--- config.mk ---
export PLATFORM = sky130hd
export DESIGN_NAME = fir_sample_buffer
export DESIGN_NICKNAME = d
export VERILOG_FILES = /design/src/rtl/fir_pkg.sv /design/src/rtl/fir_buf_rotator.sv /design/src/rtl/fir_sample_buffer.sv
export SDC_FILE = /design/constraint.sdc
export NUM_CORES = 1
export LEC_CHECK = 0
export CAP_MARGIN = 5
export CORE_MARGIN = 2
export CORE_UTILIZATION = 45
export CTS_BUF_LIST = sky130_fd_sc_hd__clkbuf_4 sky130_fd_sc_hd__clkbuf_8 sky130_fd_sc_hd__clkbuf_16
export DETAILED_ROUTE_END_ITERATION = 7
export PLACE_DENSITY_LB_ADDON = 0.05
export SLEW_MARGIN = 15
export SYNTH_ARGS = -nofsm -noshare
export SYNTH_HDL_FRONTEND = slang
export SYNTH_SLANG_ARGS = --single-unit
--- constraint.sdc ---
create_clock -name clock -period 4.75 [get_ports clock]
set_input_delay 0.475 -clock clock [delete_from_list [all_inputs] [get_ports clock]]
set_output_delay 0.475 -clock clock [all_outputs]
set_load 0.1 [all_outputs]
--- src/rtl/fir_pkg.sv ---
// Shared constants, state encoding and lane helpers for the FIR sample buffer.
// Lane slice macro: element idx of width w inside a packed multi-lane vector.
`ifndef FIR_LANE
`define FIR_LANE(vec, idx, w) vec[(w)*(idx) +: (w)]
`endif

package fir_pkg;

   localparam int unsigned SAMPLE_W     = 18;
   localparam int unsigned LANES        = 4;
   localparam int unsigned LANE_W       = 2;
   localparam int unsigned BUF_ADDR_W   = 12;
   localparam int unsigned SAMPLE_IDX_W = BUF_ADDR_W + LANE_W;

   localparam logic [2:0] ST_IDLE    = 3'd0;
   localparam logic [2:0] ST_WRITE   = 3'd1;
   localparam logic [2:0] ST_START   = 3'd2;
   localparam logic [2:0] ST_COMPUTE = 3'd3;
   localparam logic [2:0] ST_CLEAR   = 3'd4;

   typedef enum logic [2:0] {
      S_IDLE    = ST_IDLE,
      S_WRITE   = ST_WRITE,
      S_START   = ST_START,
      S_COMPUTE = ST_COMPUTE,
      S_CLEAR   = ST_CLEAR
   } state_t;

   // Bank (or lane) index reached by stepping offset places back from phase.
   function automatic logic [LANE_W-1:0] lane_bank(input logic [LANE_W-1:0] phase,
                                                   input logic [LANE_W-1:0] offset);
      return phase - offset;
   endfunction

endpackage

--- src/rtl/fir_buf_rotator.sv ---
// Rotates four bank read words into one newest-first word using the newest sample's bank.
module fir_buf_rotator
   import fir_pkg::*;
#(
   parameter int unsigned DATA_W = SAMPLE_W
) (
   input  logic [LANE_W-1:0]       phase,
   input  logic [LANES*DATA_W-1:0] bank_words,
   output logic [LANES*DATA_W-1:0] word
);

   // Lane j (0 = newest) sits in the top slot and comes from bank phase-j.
   always_comb begin
      word = '0;
      for (int j = 0; j < LANES; j++) begin
         `FIR_LANE(word, LANES-1-j, DATA_W) =
            `FIR_LANE(bank_words, int'(lane_bank(phase, LANE_W'(j))), DATA_W);
      end
   end

endmodule

--- src/rtl/fir_sample_buffer.sv ---
// Write side of the FIR circular sample buffer plus read-address translation for the FIR pass.
// Build option SAMPLE_BUF_CLEAR_EN adds a post-reset sweep that zeroes all four banks.
module fir_sample_buffer
   import fir_pkg::*;
#(
   parameter int unsigned ADDR_W = BUF_ADDR_W,
   parameter int unsigned DATA_W = SAMPLE_W
) (
   input  logic                    clock,
   input  logic                    reset,
   input  logic [DATA_W-1:0]       sample_in,
   input  logic                    sample_valid,
   output logic                    datain_ready,
   input  logic                    fir_done,
   input  logic [ADDR_W-1:0]       addr_data,
   output logic [LANES*DATA_W-1:0] datain,
   output logic [LANES-1:0]        bank_we,
   output logic [ADDR_W-1:0]       bank_waddr,
   output logic [DATA_W-1:0]       bank_wdata,
   output logic [LANES*ADDR_W-1:0] bank_raddr,
   input  logic [LANES*DATA_W-1:0] bank_rdata,
   output logic                    busy,
   output logic                    overflow
);

   localparam int unsigned IDX_W = ADDR_W + LANE_W;

   // With the sweep compiled in, reset lands directly in the first sweep cycle.
`ifdef SAMPLE_BUF_CLEAR_EN
   localparam state_t           RST_STATE = S_CLEAR;
   localparam logic [LANES-1:0] RST_WE    = '1;
   localparam logic             RST_BUSY  = 1'b1;
`else
   localparam state_t           RST_STATE = S_IDLE;
   localparam logic [LANES-1:0] RST_WE    = '0;
   localparam logic             RST_BUSY  = 1'b0;
`endif

   state_t              state, state_nxt;
   logic [IDX_W-1:0]    wp, wp_nxt;
   logic [IDX_W-1:0]    n, n_nxt;
   logic                hold_valid, hold_valid_nxt;
   logic [DATA_W-1:0]   hold_data, hold_data_nxt;
   logic [LANE_W-1:0]   phase;

   logic [LANES-1:0]    we_nxt;
   logic [ADDR_W-1:0]   waddr_nxt;
   logic [DATA_W-1:0]   wdata_nxt;
   logic                ready_nxt;
   logic                busy_nxt;
   logic                overflow_nxt;

   // State, pointers, hold entry and all registered outputs.
   always_ff @(posedge clock) begin
      if (reset) begin
         state        <= RST_STATE;
         wp           <= '0;
         n            <= '1;
         hold_valid   <= 1'b0;
         hold_data    <= '0;
         phase        <= '0;
         bank_we      <= RST_WE;
         bank_waddr   <= '0;
         bank_wdata   <= '0;
         datain_ready <= 1'b0;
         busy         <= RST_BUSY;
         overflow     <= 1'b0;
      end else begin
         state        <= state_nxt;
         wp           <= wp_nxt;
         n            <= n_nxt;
         hold_valid   <= hold_valid_nxt;
         hold_data    <= hold_data_nxt;
         phase        <= n[LANE_W-1:0];
         bank_we      <= we_nxt;
         bank_waddr   <= waddr_nxt;
         bank_wdata   <= wdata_nxt;
         datain_ready <= ready_nxt;
         busy         <= busy_nxt;
         overflow     <= overflow_nxt;
      end
   end

   // Next state; outputs are computed from the next state so they line up with it.
   always_comb begin
      state_nxt      = state;
      wp_nxt         = wp;
      n_nxt          = n;
      hold_valid_nxt = hold_valid;
      hold_data_nxt  = hold_data;
      we_nxt         = '0;
      waddr_nxt      = bank_waddr;
      wdata_nxt      = bank_wdata;
      ready_nxt      = 1'b0;
      busy_nxt       = 1'b0;
      overflow_nxt   = 1'b0;

      case (state)
         S_IDLE: begin
            if (hold_valid) begin
               wdata_nxt      = hold_data;
               hold_valid_nxt = sample_valid;
               if (sample_valid) begin
                  hold_data_nxt = sample_in;
               end
               state_nxt = S_WRITE;
            end else if (sample_valid) begin
               wdata_nxt = sample_in;
               state_nxt = S_WRITE;
            end
         end
         S_WRITE: begin
            n_nxt     = wp;
            wp_nxt    = wp + IDX_W'(1);
            state_nxt = S_START;
         end
         S_START: begin
            state_nxt = S_COMPUTE;
         end
         S_COMPUTE: begin
            if (fir_done) begin
               state_nxt = S_IDLE;
            end
         end
`ifdef SAMPLE_BUF_CLEAR_EN
         S_CLEAR: begin
            wdata_nxt = '0;
            waddr_nxt = bank_waddr + ADDR_W'(1);
            if (bank_waddr == '1) begin
               state_nxt = S_IDLE;
            end else begin
               we_nxt = '1;
            end
         end
`endif
         default: begin
            state_nxt = S_IDLE;
         end
      endcase

      // Samples arriving while busy park in the single hold entry or are dropped.
      if (state != S_IDLE && sample_valid) begin
         if (!hold_valid) begin
            hold_valid_nxt = 1'b1;
            hold_data_nxt  = sample_in;
         end else begin
            overflow_nxt = 1'b1;
         end
      end

      if (state_nxt == S_WRITE) begin
         we_nxt    = LANES'(1) << wp[LANE_W-1:0];
         waddr_nxt = wp[IDX_W-1:LANE_W];
      end

      ready_nxt = (state_nxt == S_START);
      busy_nxt  = (state_nxt != S_IDLE);
   end

   // Bank b holds lane (n - b) of the requested word; its word address is that sample's index / 4.
   always_comb begin
      bank_raddr = '0;
      for (int b = 0; b < LANES; b++) begin
         bank_raddr[ADDR_W*b +: ADDR_W] =
            ADDR_W'((n - {addr_data, LANE_W'(0)}
                       - IDX_W'(lane_bank(n[LANE_W-1:0], LANE_W'(b)))) >> LANE_W);
      end
   end

   fir_buf_rotator #(
      .DATA_W     (DATA_W)
   ) u_rotator (
      .phase      (phase),
      .bank_words (bank_rdata),
      .word       (datain)
   );

endmodule
# Yosys cells after proc, flatten, opt, wreduce, memory -nomap -nowiden

Index checks and enable logic that the tools add are counted.
Widths: inputs -> output; s select.

Register bits: 89
Output and inout port bits: 157
Word-level logic and storage cells: 64

Shift operators: 5
Bitwise operators: 2
$mul: 4
Reduce and logical (&&, ||, !) cells: 8
Add/sub/neg operators: 12
Mux-type cells: 16
Eq/ne operators: 5

Operators by type and width:

| operator              | number |
|---|---|
| $shiftx 72x8->18      | 4 |
| $mux 18               | 7 |
| $sub 14x2->14         | 4 |
| $mul 4x2->6 const A   | 4 |
| $add 14x1->14 const B | 1 |
| $sub 14x14->14        | 1 |
| $pmux 3 s4            | 1 |
| $eq 3x2->1 const B    | 3 |
| $mux 3                | 3 |
| $sub 2x2->2 const B   | 4 |
| $eq 3x1->1 const B    | 2 |
| $reduce_bool 3->1     | 2 |
| $mux 1                | 5 |
| $reduce_or 2->1       | 2 |
| $shl 1x2->4 const A   | 1 |
| $sub 2x1->2 const B   | 2 |
| $logic_not 3->1       | 1 |
| $not 1->1             | 2 |
| $reduce_and 2->1      | 1 |
| $reduce_bool 2->1     | 1 |
| $logic_and 1x1->1     | 1 |

# Longest topological paths before layout

Gate-level depths: netlist (run 1).

Depth in word-level cells: 6
Gate-level depth with buffers: 12
Mapped depth without buffers: 12

# Cells and area by module

A second synthesis (run 1) with hierarchy kept.

Cells, all modules: 629
Area total of the unflattened synthesis: 6,487.5 µm²

By module, submodules not included:

| module            | area an instance (µm²) | cells each | instances | sequential area each (µm²) |
|---|---|---|---|---|
| fir_sample_buffer | 4,670.7                | 541        | 1         | 1,781.7 |
| fir_buf_rotator   | 1,816.7                | 88         | 1         | 0.0 |

# Least setup slack after synthesis (run 1)

OpenSTA, ideal clock, no wires.

Path type: input -> output
Start: input port addr_data[0]
End: output port bank_raddr[23]
Data arrival time: 5.315 ns
Data required time: 4.275 ns
Stages on the path: 10
Setup slack: -1.040 ns
Path through: ha_1 > inv_1 > fa_1 > a211oi_2 > o31ai_4 > xor2_1 > a2111oi_4 > nand2_1 > nor3_1 > xnor2_1

Longest elaborated chain between the ends: 2

RTL lines:

| element            | RTL line                 | text |
|---|---|---|
| start: declaration | fir_sample_buffer.sv:15  | `input logic [ADDR_W-1:0] addr_data,` |
| $sub 14x14->14     | fir_sample_buffer.sv:165 | `ADDR_W'((n - {addr_data, LANE_W'(0)}` |
| $sub 14x2->14      | fir_sample_buffer.sv:166 | `- IDX_W'(lane_bank(n[LANE_W-1:0], LANE_W'(b)))) >> LANE_W);` |
| end: declaration   | fir_sample_buffer.sv:20  | `output logic [LANES*ADDR_W-1:0] bank_raddr,` |

Every way passes these cells.

# Worst setup path in the final report (run 1)

Start: input port addr_data[0]
End: output port bank_raddr[47]

The elaborated chain is that of the path after synthesis.

==> results of run 1 <==
cells in the final DEF, fill, tap and decap left out, types with 9 or more instances in the layout:
cell | Yosys | layout
nor3_1 | 9 | 9
clkdlybuf4s50_1 | 0 | 217
nand3_1 | 9 | 9
inv_1 | 26 | 26
buf_4 | 0 | 35
xnor2_1 | 33 | 21
nor2_1 | 64 | 62
dfxtp_1 | 89 | 87
a211oi_1 | 19 | 19
mux4_2 | 72 | 72
a21oi_1 | 23 | 23
a211o_1 | 14 | 14
mux2i_1 | 37 | 37
buf_12 | 0 | 16
nand2_1 | 54 | 54
ha_1 | 17 | 17
nor2b_1 | 13 | 13
xor2_1 | 21 | 19
clkbuf_16 | 0 | 9
xnor2_2 | 1 | 13
logic make-up (layout without fill, tap and decap cells):
family / after synthesis / in the layout / synth area share, %
and+or+nand+nor: 180 / 180 / 13.8
muxes: 109 / 109 / 31.8
DFF: 89 / 89 / 28.4
AOI/OAI and AO/OA: 86 / 86 / 10.2
buffers and inverters: 69 / 310 / 4.29
xor gates and xnor gates: 55 / 55 / 7.80
adders and majority gates: 18 / 18 / 3.71
other: 1 / 1 / 0.0598
state kept, by name, indices dropped and copies added (netlist names):
signal / count
state: 3
busy: 1
phase: 2
bank_wdata: 18
n: 14
bank_waddr: 12
overflow: 1
datain_ready: 1
bank_we: 4
wp: 14
hold_valid: 1
hold_data: 18
cell usage after synthesis (13+ instances only):
library cell  count
mux4_2           72
a21oi_1          23
dfxtp_1          89
nor2_1           64
ha_1             17
clkbuf_1         31
inv_1            26
mux2i_1          37
nand2_1          54
xor2_1           21
xnor2_1          33
nor2b_1          13
a211o_1          14
a211oi_1         19
worst max-delay path by stage:
stage            startpoint              to  slack (ns)  depth (start not counted)
6_report       addr_data[0]  bank_raddr[47]        0.47                         13
5_1_grt        addr_data[0]  bank_raddr[47]        0.23                         13
4_1_cts        addr_data[0]  bank_raddr[47]        0.48                         13
3_5_place_dp   addr_data[0]  bank_raddr[47]        0.49                         13
3_3_place_gp   addr_data[0]  bank_raddr[23]        0.60                         13
2_1_floorplan  addr_data[0]  bank_raddr[34]       -0.09                          9
power breakdown:
part	internal [mW]	switching [mW]	leakage (nW)
combinational	0.596	1.49	2.72
sequential	0.779	0.0418	0.727
clock	0.477	0.287	0.160
total	1.85	1.82	3.60
metal layers:
layer / routed length (µm) / part of all wire [%] / vias to the layer above / global-route usage [%]
li1: - / - / 2715 / -
met1: 7460 / 40 / 2698 / 30.3
met2: 9020 / 49 / 194 / 40.6
met3: 1620 / 8.8 / 23 / 7.26
met4: 320 / 1.7 / 0 / 6.47
met5: 0 / 0 / - / 0
metrics by stage:
| stage | utilization (%) | cell area [µm²] | setup slack [ns] |
|---|---|---|---|
| finish | 69.5 | 9540 | 0.466 |
| global route | 69.5 | 9540 | 0.235 |
| CTS | 69.4 | 9520 | 0.477 |
| detailed placement | 67.0 | 9190 | 0.490 |
| global placement | 67.0 | 9190 | 0.598 |
| floorplan | - | 6390 | -0.0871 |
worst max-delay path: cells and delay by family:
kind                     cells  cell delay (ns)
AO/OA/AOI/OAI                2             0.60
AND/OR/NAND/NOR              3             0.66
XOR/XNOR                     2             0.54
buffers and inverters        4             0.92
adder cells (fa/ha/maj)      2             0.61
cell type report:
type	count	area (µm²)
multi-input combinational	449	4340
fill	1019	4180
timing repair buffer	269	2760
sequential	89	1790
clock buffer	10	239
tap	180	225
inverter	26	97.6
clock inverter	5	86.3
==> flow_metrics.env, run 1 <==
export IMPL_period_needed_ns=4.28
export IMPL_cts_made_buffers=9
export IMPL_die_h_um=122
export IMPL_num_vias=5630
export IMPL_post_cts_buffers=0
export IMPL_clock_path_buffers=2
export IMPL_startpoint_type="input port"
export IMPL_cts_resized=0
export IMPL_die_area_mm2=0.0149
export IMPL_p_leak_nw=3.60
export IMPL_insertion_delay_ns=0.33
export IMPL_slew_headroom_pct=30.3
export IMPL_syn_area_mm2=0.00627
export IMPL_drt_iter0_drc=342
export IMPL_dp_cells=1012
export IMPL_die_x_um=122
export IMPL_cp_end_kind="primary output"
export IMPL_rr_startpoint="state[1]$_SDFF_PP0_"
export IMPL_finalHoldViolations=0
export IMPL_ir_drop_mv=0.285
export IMPL_synth_edf_count=0
export IMPL_cts_root_buffer="clkbuf_16"
export IMPL_r2r_end="hold_data[7]$_SDFF_PP0_"
export IMPL_cp_required_ns=4.28
export IMPL_holdPathStages=2
export IMPL_ant_nets=0
export IMPL_core_area_mm2=0.0137
export IMPL_yosysSeqAreaShare_pct=28.4
export IMPL_cts_tree="done"
export IMPL_syn_to_final_growth_pct=52.2
export IMPL_drc=0
export IMPL_powerDensity_mw_per_mm2=385
export IMPL_cp_max_fo=5
export IMPL_hp_start="bank_waddr[5]$_SDFFE_PP0N_"
export IMPL_timing_setup_tns_ns=0
export IMPL_crit_type="input port to primary output"
export IMPL_ys_async_sr_fraction_pct=0
export IMPL_rsz0062_at_grt="no"
export IMPL_io_buffers=262
export IMPL_path_clk_slew_ns=0.06
export IMPL_r2r_cells=5
export IMPL_grt_pass1_vias=5492
export IMPL_drt_wl_total_mm=18.4
export IMPL_crit_path_top_delay_cell="clkdlybuf4s50_1"
export IMPL_grt_ovfl_total=0
export IMPL_worstMarginPinSlew_ns=1.04
export IMPL_fin_worst_skew_ns=0.00584
export IMPL_ys_types=59
export IMPL_clock_sinks=89
export IMPL_grt_max_degree=73
export IMPL_cts_htree_levels=3
export IMPL_path_cells="clkdlybuf4s50_1, ha_1, inv_1, fa_1, xnor2_1, inv_1, nor2_4, o21ai_0, a2111oi_4, nand2_1, nor3_1, xnor2_2, buf_12"
export IMPL_synth_seq_cells=89
export IMPL_power_mw=3.67
export IMPL_setup_viol=0
export IMPL_final_layout_size_suffix_gt1_share_pct=20.6
export IMPL_final_max_slew_viol_count=0
export IMPL_hold_path_end="bank_waddr[5]$_SDFFE_PP0N_"
export IMPL_grt_pass1_wl_mm=28.6
export IMPL_dr_pass1_iters=4
export IMPL_max_stage_delay_ns=0.49
export IMPL_max_freq_mhz=233
export IMPL_rrSetupSlack_ns=2.53
export IMPL_syn_nets=731
export IMPL_final_cells=1028
export IMPL_min_path_type="flip-flop to flip-flop"
export IMPL_num_rows=43
export IMPL_synth_top_cell_area_share_pct=28.4
export IMPL_synthCells=607
export IMPL_cpMostUsedCell="inv_1"
export IMPL_hold_worst_slack_ns=0.458
export IMPL_avgViaCountPerCell=5.48
export IMPL_status="completed"
export IMPL_synth_area_top_cells="dfxtp_1, mux4_2, mux2i_1, xnor2_1, nor2_1"
export IMPL_finalCritPeriodShare_pct=90.2
export IMPL_synth_area_per_cell_um2=10.3
export IMPL_fin_nets=968
export IMPL_antenna_found_initial=0
export IMPL_n_antenna_cell=0
export IMPL_cts_hold_buffers_added=0
export IMPL_ys_flop_type="dfxtp_1"
export IMPL_gp_congestion=0.955
export IMPL_drv_cap=0
export IMPL_hpwl_mm=14.5
export IMPL_yosys_area_top_type="dfxtp_1"
export IMPL_yosys_warnings=0
export IMPL_initial_utilization_pct=45.7
export IMPL_avgRoutedWirePerCell_um=17.9
export IMPL_crit_arrival_ns=3.81
export IMPL_grt_usage_pct=24.1
export IMPL_io_pins=263
Note: power is estimated with default switching activity, not from simulation.
==> run 2: changes to the inputs <==
Settings changed: CORE_MARGIN 2 to default.
==> flow_metrics.env, run 2 (synthesis results as in run 1) <==
export IMPL_status="completed"
export IMPL_final_cells=1025
export IMPL_finalHoldViolations=0
export IMPL_clock_sinks=89
export IMPL_clock_path_buffers=2
export IMPL_crit_arrival_ns=3.72
export IMPL_hpwl_mm=14.6
export IMPL_finalCritPeriodShare_pct=88.3
export IMPL_core_area_mm2=0.0134
export IMPL_slew_headroom_pct=26.4
export IMPL_min_path_type="flip-flop to flip-flop"
export IMPL_io_buffers=262
export IMPL_drv_cap=0
export IMPL_power_mw=3.63
export IMPL_holdPathStages=2
export IMPL_cp_required_ns=4.28
export IMPL_final_fill_count=983
export IMPL_dr_pass1_iters=4
export IMPL_worstMarginPinSlew_ns=1.10
export IMPL_cpMostUsedCell="inv_1"
export IMPL_dp_cells=1008
export IMPL_grt_pass1_wl_mm=29.1
export IMPL_cts_root_buffer="clkbuf_16"
export IMPL_num_rows=42
export IMPL_drc=0
export IMPL_mostFrequentLayoutCells="clkdlybuf4s50_1, dfxtp_1, mux4_2"
export IMPL_path_clk_slew_ns=0.06
export IMPL_ant_nets=0
export IMPL_final_max_slew_viol_count=0
export IMPL_r2r_cells=5
export IMPL_startpoint_type="input port"
export IMPL_drt_iter0_drc=255
export IMPL_max_stage_delay_ns=0.49
export IMPL_io_pins=263
export IMPL_hold_worst_slack_ns=0.453
export IMPL_crit_path_top_delay_cell="clkdlybuf4s50_1"
export IMPL_setup_viol=0
export IMPL_cts_made_buffers=9
export IMPL_antenna_found_initial=0
export IMPL_cp_max_fo=5
export IMPL_p_leak_nw=3.59
export IMPL_gp_congestion=0.818
export IMPL_avgRoutedWirePerCell_um=18.1
export IMPL_die_h_um=120
export IMPL_num_vias=5659
export IMPL_grt_usage_pct=25.5
export IMPL_n_antenna_cell=0
export IMPL_drt_wl_total_mm=18.5
export IMPL_fin_area_mm2=0.00953
export IMPL_period_needed_ns=4.19
export IMPL_fin_nets=968
export IMPL_max_freq_mhz=238
export IMPL_cts_tree="done"
export IMPL_reg_largest_list="bank_wdata x18, hold_data x18"
export IMPL_cts_hold_buffers_added=0
export IMPL_place_area_mm2=0.00919
export IMPL_die_x_um=120
export IMPL_grt_max_degree=73
export IMPL_insertion_delay_ns=0.34
export IMPL_cp_end_kind="primary output"
export IMPL_final_layout_size_suffix_gt1_share_pct=20.6
export IMPL_cts_htree_levels=3
export IMPL_fin_worst_skew_ns=0.00828
export IMPL_die_area_mm2=0.0144
export IMPL_syn_to_final_growth_pct=52.0
export IMPL_powerDensity_mw_per_mm2=381
export IMPL_ir_drop_mv=0.229
export IMPL_initial_utilization_pct=46.8
export IMPL_crit_type="input port to primary output"
export IMPL_final_common_cell="clkdlybuf4s50_1"
export IMPL_avgViaCountPerCell=5.52
export IMPL_cts_resized=0
export IMPL_path_cells="clkdlybuf4s50_1, ha_1, inv_1, fa_1, xnor2_1, inv_1, nor2_4, o21ai_0, a2111oi_4, nand2_1, nor3_1, xnor2_2, buf_12"
export IMPL_grt_pass1_vias=5565
export IMPL_grt_ovfl_total=0
export IMPL_post_cts_buffers=0
export IMPL_rsz0062_at_grt="no"
run 2: power by group:
group	internal, mW	switching [mW]	leakage, nW	total (mW)
Combinational	0.597	1.49	2.72	2.09
Sequential	0.779	0.0446	0.727	0.824
Clock	0.430	0.289	0.146	0.719
run 2: final cells by class:
cell class / count / area, µm² / share of cell area [%]
Sequential cell: 89 / 1790 / 18.8
Tap cell: 176 / 220 / 2.31
Inverter: 26 / 97.6 / 1.02
Multi-Input combinational cell: 449 / 4340 / 45.6
Clock buffer: 11 / 246 / 2.59
Timing Repair Buffer: 269 / 2770 / 29.1
Clock inverter: 5 / 62.6 / 0.657
run 2: through the flow:
stage / setup slack [ns] / util (%) / setup TNS, ns
2_1_floorplan: -0.0871 / - / -0.210
3_3_place_gp: 0.575 / 68.6 / 0
3_5_place_dp: 0.542 / 68.6 / 0
4_1_cts: 0.535 / 70.9 / 0
5_1_grt: 0.279 / 71.1 / 0
6_report: 0.556 / 71.1 / 0
run 2: path summary, 6_finish.rpt:
| kind | from | to | slack [ns] |
|---|---|---|---|
| worst max register to register | hold_valid$_SDFF_PP0_ | hold_data[6]$_SDFF_PP0_ | 2.35 |
| worst min-delay path | bank_waddr[1]$_SDFFE_PP0N_ | bank_waddr[1]$_SDFFE_PP0N_ | 0.45 |
| worst max-delay path | addr_data[0] | bank_raddr[23] | 0.56 |
| worst min register to register | bank_waddr[1]$_SDFFE_PP0N_ | bank_waddr[1]$_SDFFE_PP0N_ | 0.45 |
run 2: worst max-delay path, delay by kind of cell:
family / cells / cell delay (ns)
buffers and inverters: 4 / 0.91
AND/OR/NAND/NOR: 3 / 0.62
adder cells (fa/ha/maj): 2 / 0.60
AO/OA/AOI/OAI: 2 / 0.58
XOR/XNOR: 2 / 0.52
run 2: metal layers:
metal,up-vias,track usage (%),share of wire (%)
li1,2714,-,-
met4,0,9.14,2.9
met2,211,42.3,48
met3,35,7.37,8.2
met5,-,0,0
met1,2699,31.5,41
==> run 3: changes to the inputs <==
Settings changed: HOLD_SLACK_MARGIN from default to 0.12.
==> results of run 3 <==
Final layout, timing and power as in run 2 (identical DEF).
